--- src/rtl/tetris_pkg.sv ---
// Shared types for the falling-piece position controller.
package tetris_pkg;

  typedef enum logic [1:0] {
    ST_IDLE,
    ST_ACTIVE,
    ST_PROBE,
    ST_LAND
  } state_t;

  typedef enum logic [1:0] {
    MV_DOWN,
    MV_LEFT,
    MV_RIGHT,
    MV_ROT
  } move_t;

  localparam int ROT_W = 2;

endpackage

--- src/rtl/piece_pos_ctrl_gravity_timer.sv ---
// Gravity timer: free-running divider that raises a sticky pending-tick flag.
module gravity_timer #(
  parameter int GRAVITY_DIV = 1000
) (
  input  logic clk,
  input  logic rst,
  input  logic en,
  input  logic consume,
  output logic pending
);

  localparam int CNT_W = $clog2(GRAVITY_DIV);

  logic [CNT_W-1:0] count;
  logic             wrap;

  assign wrap = en && (count == CNT_W'(GRAVITY_DIV - 1));

  // A wrap arriving while a tick is already pending merges into it; a wrap in
  // the same cycle as a consume leaves exactly one fresh tick pending.
  always_ff @(posedge clk) begin
    if (rst) begin
      count   <= '0;
      pending <= 1'b0;
    end else begin
      if (en) count <= wrap ? '0 : count + 1'b1;
      pending <= wrap | (pending & ~consume);
    end
  end

endmodule

--- src/rtl/piece_pos_ctrl.sv ---
// Falling-piece position/rotation register with bounds check, board collision
// probe handshake, gravity timer and landing report.
module piece_pos_ctrl
  import tetris_pkg::*;
#(
  parameter int BOARD_W     = 10,
  parameter int BOARD_H     = 20,
  parameter int X_W         = 5,
  parameter int Y_W         = 5,
  parameter int SPAWN_X     = 5,
  parameter int SPAWN_Y     = 0,
  parameter int GRAVITY_DIV = 1000
) (
  input  logic             clk,
  input  logic             rst,
  input  logic             spawn,
  input  logic             left,
  input  logic             right,
  input  logic             rotate,
  input  logic             drop,
  output logic             probe_valid,
  output logic [X_W-1:0]   probe_x,
  output logic [Y_W-1:0]   probe_y,
  output logic [ROT_W-1:0] probe_rot,
  input  logic             collide_valid,
  input  logic             collide,
  output logic [X_W-1:0]   pos_x,
  output logic [Y_W-1:0]   pos_y,
  output logic [ROT_W-1:0] rot,
  output logic             active,
  output logic             landed
);

  localparam logic [X_W-1:0] X_MAX   = X_W'(BOARD_W - 1);
  localparam logic [Y_W-1:0] Y_MAX   = Y_W'(BOARD_H - 1);
  localparam logic [X_W-1:0] X_SPAWN = X_W'(SPAWN_X);
  localparam logic [Y_W-1:0] Y_SPAWN = Y_W'(SPAWN_Y);

  state_t             state, state_nxt;
  move_t              kind, kind_nxt;
  logic [X_W-1:0]     pos_x_nxt, probe_x_nxt;
  logic [Y_W-1:0]     pos_y_nxt, probe_y_nxt;
  logic [ROT_W-1:0]   rot_nxt, probe_rot_nxt;
  logic               consume, pending, grav_en, timer_rst;

  assign grav_en   = (state == ST_ACTIVE) || (state == ST_PROBE);
  // Spawn restarts the gravity period so a fresh piece always gets a full tick.
  assign timer_rst = rst | spawn;

  gravity_timer #(
    .GRAVITY_DIV(GRAVITY_DIV)
  ) u_gravity (
    .clk    (clk),
    .rst    (timer_rst),
    .en     (grav_en),
    .consume(consume),
    .pending(pending)
  );

  assign probe_valid = (state == ST_PROBE);
  assign active      = (state != ST_IDLE);
  assign landed      = (state == ST_LAND);

  always_comb begin
    state_nxt     = state;
    kind_nxt      = kind;
    pos_x_nxt     = pos_x;
    pos_y_nxt     = pos_y;
    rot_nxt       = rot;
    probe_x_nxt   = probe_x;
    probe_y_nxt   = probe_y;
    probe_rot_nxt = probe_rot;
    consume       = 1'b0;
    if (spawn) begin
      state_nxt = ST_ACTIVE;
      pos_x_nxt = X_SPAWN;
      pos_y_nxt = Y_SPAWN;
      rot_nxt   = '0;
    end else begin
      case (state)
        ST_ACTIVE: begin
          // Edge moves are rejected locally so no wrapped coordinate is probed.
          if (pending || drop) begin
            consume = 1'b1;
            if (pos_y == Y_MAX) begin
              state_nxt = ST_LAND;
            end else begin
              probe_x_nxt   = pos_x;
              probe_y_nxt   = pos_y + 1'b1;
              probe_rot_nxt = rot;
              kind_nxt      = MV_DOWN;
              state_nxt     = ST_PROBE;
            end
          end else if (left) begin
            if (pos_x != '0) begin
              probe_x_nxt   = pos_x - 1'b1;
              probe_y_nxt   = pos_y;
              probe_rot_nxt = rot;
              kind_nxt      = MV_LEFT;
              state_nxt     = ST_PROBE;
            end
          end else if (right) begin
            if (pos_x != X_MAX) begin
              probe_x_nxt   = pos_x + 1'b1;
              probe_y_nxt   = pos_y;
              probe_rot_nxt = rot;
              kind_nxt      = MV_RIGHT;
              state_nxt     = ST_PROBE;
            end
          end else if (rotate) begin
            probe_x_nxt   = pos_x;
            probe_y_nxt   = pos_y;
            probe_rot_nxt = rot + 2'd1;
            kind_nxt      = MV_ROT;
            state_nxt     = ST_PROBE;
          end
        end
        ST_PROBE: begin
          if (collide_valid) begin
            if (!collide) begin
              pos_x_nxt = probe_x;
              pos_y_nxt = probe_y;
              rot_nxt   = probe_rot;
              state_nxt = ST_ACTIVE;
            end else if (kind == MV_DOWN) begin
              state_nxt = ST_LAND;
            end else begin
              state_nxt = ST_ACTIVE;
            end
          end
        end
        ST_LAND: state_nxt = ST_IDLE;
        default: state_nxt = ST_IDLE;
      endcase
    end
  end

  always_ff @(posedge clk) begin
    if (rst) begin
      state     <= ST_IDLE;
      kind      <= MV_DOWN;
      pos_x     <= X_SPAWN;
      pos_y     <= Y_SPAWN;
      rot       <= '0;
      probe_x   <= '0;
      probe_y   <= '0;
      probe_rot <= '0;
    end else begin
      state     <= state_nxt;
      kind      <= kind_nxt;
      pos_x     <= pos_x_nxt;
      pos_y     <= pos_y_nxt;
      rot       <= rot_nxt;
      probe_x   <= probe_x_nxt;
      probe_y   <= probe_y_nxt;
      probe_rot <= probe_rot_nxt;
    end
  end

endmodule

--- config.mk ---
export PLATFORM = sky130hd
export DESIGN_NAME = piece_pos_ctrl
export DESIGN_NICKNAME = d
export VERILOG_FILES = /design/src/rtl/tetris_pkg.sv /design/src/rtl/piece_pos_ctrl_gravity_timer.sv /design/src/rtl/piece_pos_ctrl.sv
export SDC_FILE = /design/constraint.sdc
export NUM_CORES = 1
export LEC_CHECK = 0
export CAP_MARGIN = 25
export CORE_ASPECT_RATIO = 1.75
export CORE_MARGIN = 10
export CORE_UTILIZATION = 42
export CTS_CLUSTER_SIZE = 14
export DETAILED_ROUTE_END_ITERATION = 10
export GPL_ROUTABILITY_DRIVEN = 1
export PLACE_DENSITY = 0.68
export SLEW_MARGIN = 40
export SYNTH_ARGS = -nofsm -noshare
export SYNTH_HDL_FRONTEND = slang
export SYNTH_SLANG_ARGS = --single-unit
--- constraint.sdc ---
create_clock -name clk -period 2.1 [get_ports clk]
set_input_delay 0.42 -clock clk [delete_from_list [all_inputs] [get_ports clk]]
set_output_delay 0.42 -clock clk [all_outputs]
set_load 0.01 [all_outputs]
==> results_dict.tcl <==
set metrics [dict create \
    cts_buffer_depth 2 \
    combPwrFrac 0.098 \
    timing.rr.start "pos_x[0]$_SDFFE_PP1P_" \
    hold_end "kind[1]$_SDFFE_PP0P_" \
    power.density_nw_per_um2 586 \
    viasPerCell 5.37 \
    synth_ff_type "dfxtp_1" \
    dr_total_vias 1929 \
    instances_no_fill 359 \
    reg2reg_depth 6 \
    status "finished clean" \
    synth_adder_area_share 0.0510 \
    setup_violations 0 \
    dr.pass1.iters 4 \
    final_net_count 322 \
    worstPathRequired_ns 1.68 \
    areaGrowthSynthToFinish_pct 28.5 \
    drc 0 \
    cts_hold_buf 0 \
    antenna_cells 0 \
    switchingPower_uw 360 \
    cp_max_fo 5 \
    synth_compound_area_frac 0.202 \
    tritoncts "yes" \
    gr-total-overflow 0 \
    drt_iter0_markers 84 \
    synthXorXnorAreaFrac 0.0595 \
    internal-power_mw 1.30 \
    post-place-ws_ns -0.0943 \
    whs_path_depth 2 \
    clkPwrFrac 0.446 \
    syn_area_um2 2210 \
    cap_violations 0 \
    grt_first_pass_wirelength_um 9200 \
    root_buffer "clkbuf_8" \
    synth.mux.area_fraction 0.0368 \
    worstPathArrival_ns 1.53 \
    antenna_found_initial 0 \
    cts_buffers 5 \
    finalClockSkew_ns 0.0124 \
    placement.io_buffers 35 \
    fmax_mhz 513 \
    seq_area_frac_synth 0.354 \
    power_mw 1.66 \
    setup_ws_ns 0.151 \
    dp.cells 351 \
    num_io_pins 36 \
    postRouteAntennaNets 0 \
    synth_seq_cells 39 \
    final_cell_mix "nand2_1 (39), dfxtp_1 (39), clkdlybuf4s50_1 (35), buf_4 (24), nor2_1 (17)" \
    synth-async-reset-ratio 0 \
    cts_setup_buffers 0 \
    max-slew-margin-rel 0.692 \
    drt_wl_total_um 5620 \
    drive_above_1_share 0.148 \
    startpoint_type "flop" \
    die_area_um2 8670 \
    syn_avg_cell_area_um2 8.69 \
    p_seq_frac 0.456 \
    hp-class "flop to flop" \
    post_cts_resized 0 \
    syn-num-nets 272 \
    netlist-cell-type-count 55 \
    finalMaxSlewViolations 0 \
    dp_hpwl_um 4470 \
    grt_pass1_vias 1877 \
    r2r_slack_ns 0.17 \
    cts.sinks 39 \
    hp-start "kind[1]$_SDFFE_PP0P_" \
    synth_top_family_by_area "simple AND/OR/NAND/NOR gates" \
    h-tree-depth 2 \
    worstSetupPathType "flop to output pin" \
    worstReg2RegEnd "probe_x[1]$_SDFFE_PP0P_" \
    tns_ns 0 \
    swShare 0.216 \
    synth_warnings 0 \
    wl_per_cell_um 15.6 \
    num_rows 34 \
    synth-simple-area-share 0.233 \
    gp_congestion 0.845 \
    grt_max_degree 16 \
    rsz0062_at_grt "false" \
    hold_viol 0 \
    tightestPinTransition_ns 0.460 \
    clkTransAtPathRegs_ns 0.07 \
    synth_edf_count 0 \
    finalCriticalPeriod_ns 1.95 \
    clk_latency_ns 0.29 \
    grtUsageTotal 0.136 \
    setup.worst_path.end_class "output pin" \
    syn_inst 254 \
    dieWidth_um 74.8 \
    die_y_um 116 \
    initial_core_util 0.440 \
    period_share 0.928 \
    max-vdd-ir-drop_v 0.000431 \
    core_um2 5020 \
    leakagePower_nw 1.10 \
    fillers 469 \
]
[through the flow]
step	hold WS, ns	instance area [um^2]	util
floorplan	0.438	2210	-
global placement	0.450	2710	0.539
finish	0.470	2840	0.565
detailed placement	0.462	2710	0.539
global route	0.492	2840	0.565
CTS	0.472	2840	0.565
[layout make-up]
cell class / instances / area, um^2 / share of cell area
clock buffer: 6 / 72.6 / 0.0256
clock inverter: 2 / 60.1 / 0.0212
inverter: 11 / 41.3 / 0.0146
multi-input combinational: 188 / 1280 / 0.453
sequential: 39 / 781 / 0.275
tap: 54 / 67.6 / 0.0238
timing repair buffer: 59 / 531 / 0.187
[how the worst max path moves through the flow]
stage | from | cells past startpoint | to | slack, ns
after global routing | state[0]$_SDFFE_PP0P_ | 3 | probe_valid | 0.06
final | state[0]$_SDFFE_PP0P_ | 3 | probe_valid | 0.15
after floorplan | pos_x[0]$_SDFFE_PP1P_ | 6 | probe_x[1]$_SDFFE_PP0P_ | 0.22
after global placement | drop | 6 | probe_rot[1]$_SDFFE_PP0P_ | -0.04
after CTS | state[0]$_SDFFE_PP0P_ | 3 | probe_valid | 0.13
after detailed placement | drop | 6 | probe_rot[1]$_SDFFE_PP0P_ | -0.09
[worst max-delay path, cell delays in order (launching register included)]
cell and delay (ns):
dfxtp_1 0.34, inv_1 0.09, ha_1 0.24, clkdlybuf4s50_1 0.57
[Yosys cell counts (2+ instances only)]
library cell,number,area [um^2]
a2111oi_0,2,17.5
a211oi_1,4,30.0
a211oi_2,4,50.1
a21oi_1,15,75.1
a31o_1,2,17.5
a41o_1,3,30.0
and3_1,2,12.5
and3b_1,3,26.3
buf_2,2,10.0
buf_6,3,33.8
clkbuf_1,8,30.0
dfxtp_1,39,781
ha_1,9,113
inv_1,11,41.3
mux2i_1,7,70.1
nand2_1,39,146
nand2b_1,4,25.0
nand3_1,4,20.0
nand3b_1,2,15.0
nand4_1,5,31.3
nor2_1,17,63.8
nor2b_1,6,37.5
nor3_1,4,20.0
nor3b_1,2,15.0
nor4bb_1,3,30.0
o2111ai_1,2,17.5
o211ai_1,5,37.5
o21a_1,2,15.0
o21ai_0,4,20.0
or2_2,3,18.8
xnor2_1,7,61.3
xor2_1,8,70.1
[flip-flops by register name (all words and copies together) (netlist names)]
| name | cells |
|---|---|
| kind | 2 |
| probe_y | 5 |
| state | 2 |
| probe_rot | 2 |
| rot | 2 |
| pos_y | 5 |
| u_gravity.pending | 1 |
| probe_x | 5 |
| pos_x | 5 |
| u_gravity.count | 10 |
[logic make-up (layout without fill, tap and decap cells)]
logic type	Yosys count	after routing
mux	8	8
flops	39	39
compound gates	56	56
buf+inv	27	78
fa+ha+maj	9	9
simple gates	100	100
xor+xnor	15	15
[layer usage]
metal	up-vias	wire, um	share of wire	track usage
met3	9	200	0.036	0.0231
li1	991	-	-	-
met4	0	123	0.022	0.0596
met1	909	2130	0.38	0.134
met5	-	0	0	0
met2	20	3160	0.56	0.264
[power groups by stage]
| stage | combinational, mW | sequential (mW) | clock (mW) |
|---|---|---|---|
| final | 0.163 | 0.759 | 0.741 |
| after global routing | 0.179 | 0.760 | 0.783 |
| after CTS | 0.165 | 0.759 | 0.751 |
| after detailed placement | 0.164 | 0.777 | 0 |
| after global placement | 0.163 | 0.776 | 0 |
| after floorplan | 0.0939 | 0.777 | 0 |
No activity file was read; power rests on OpenSTA's default activity.
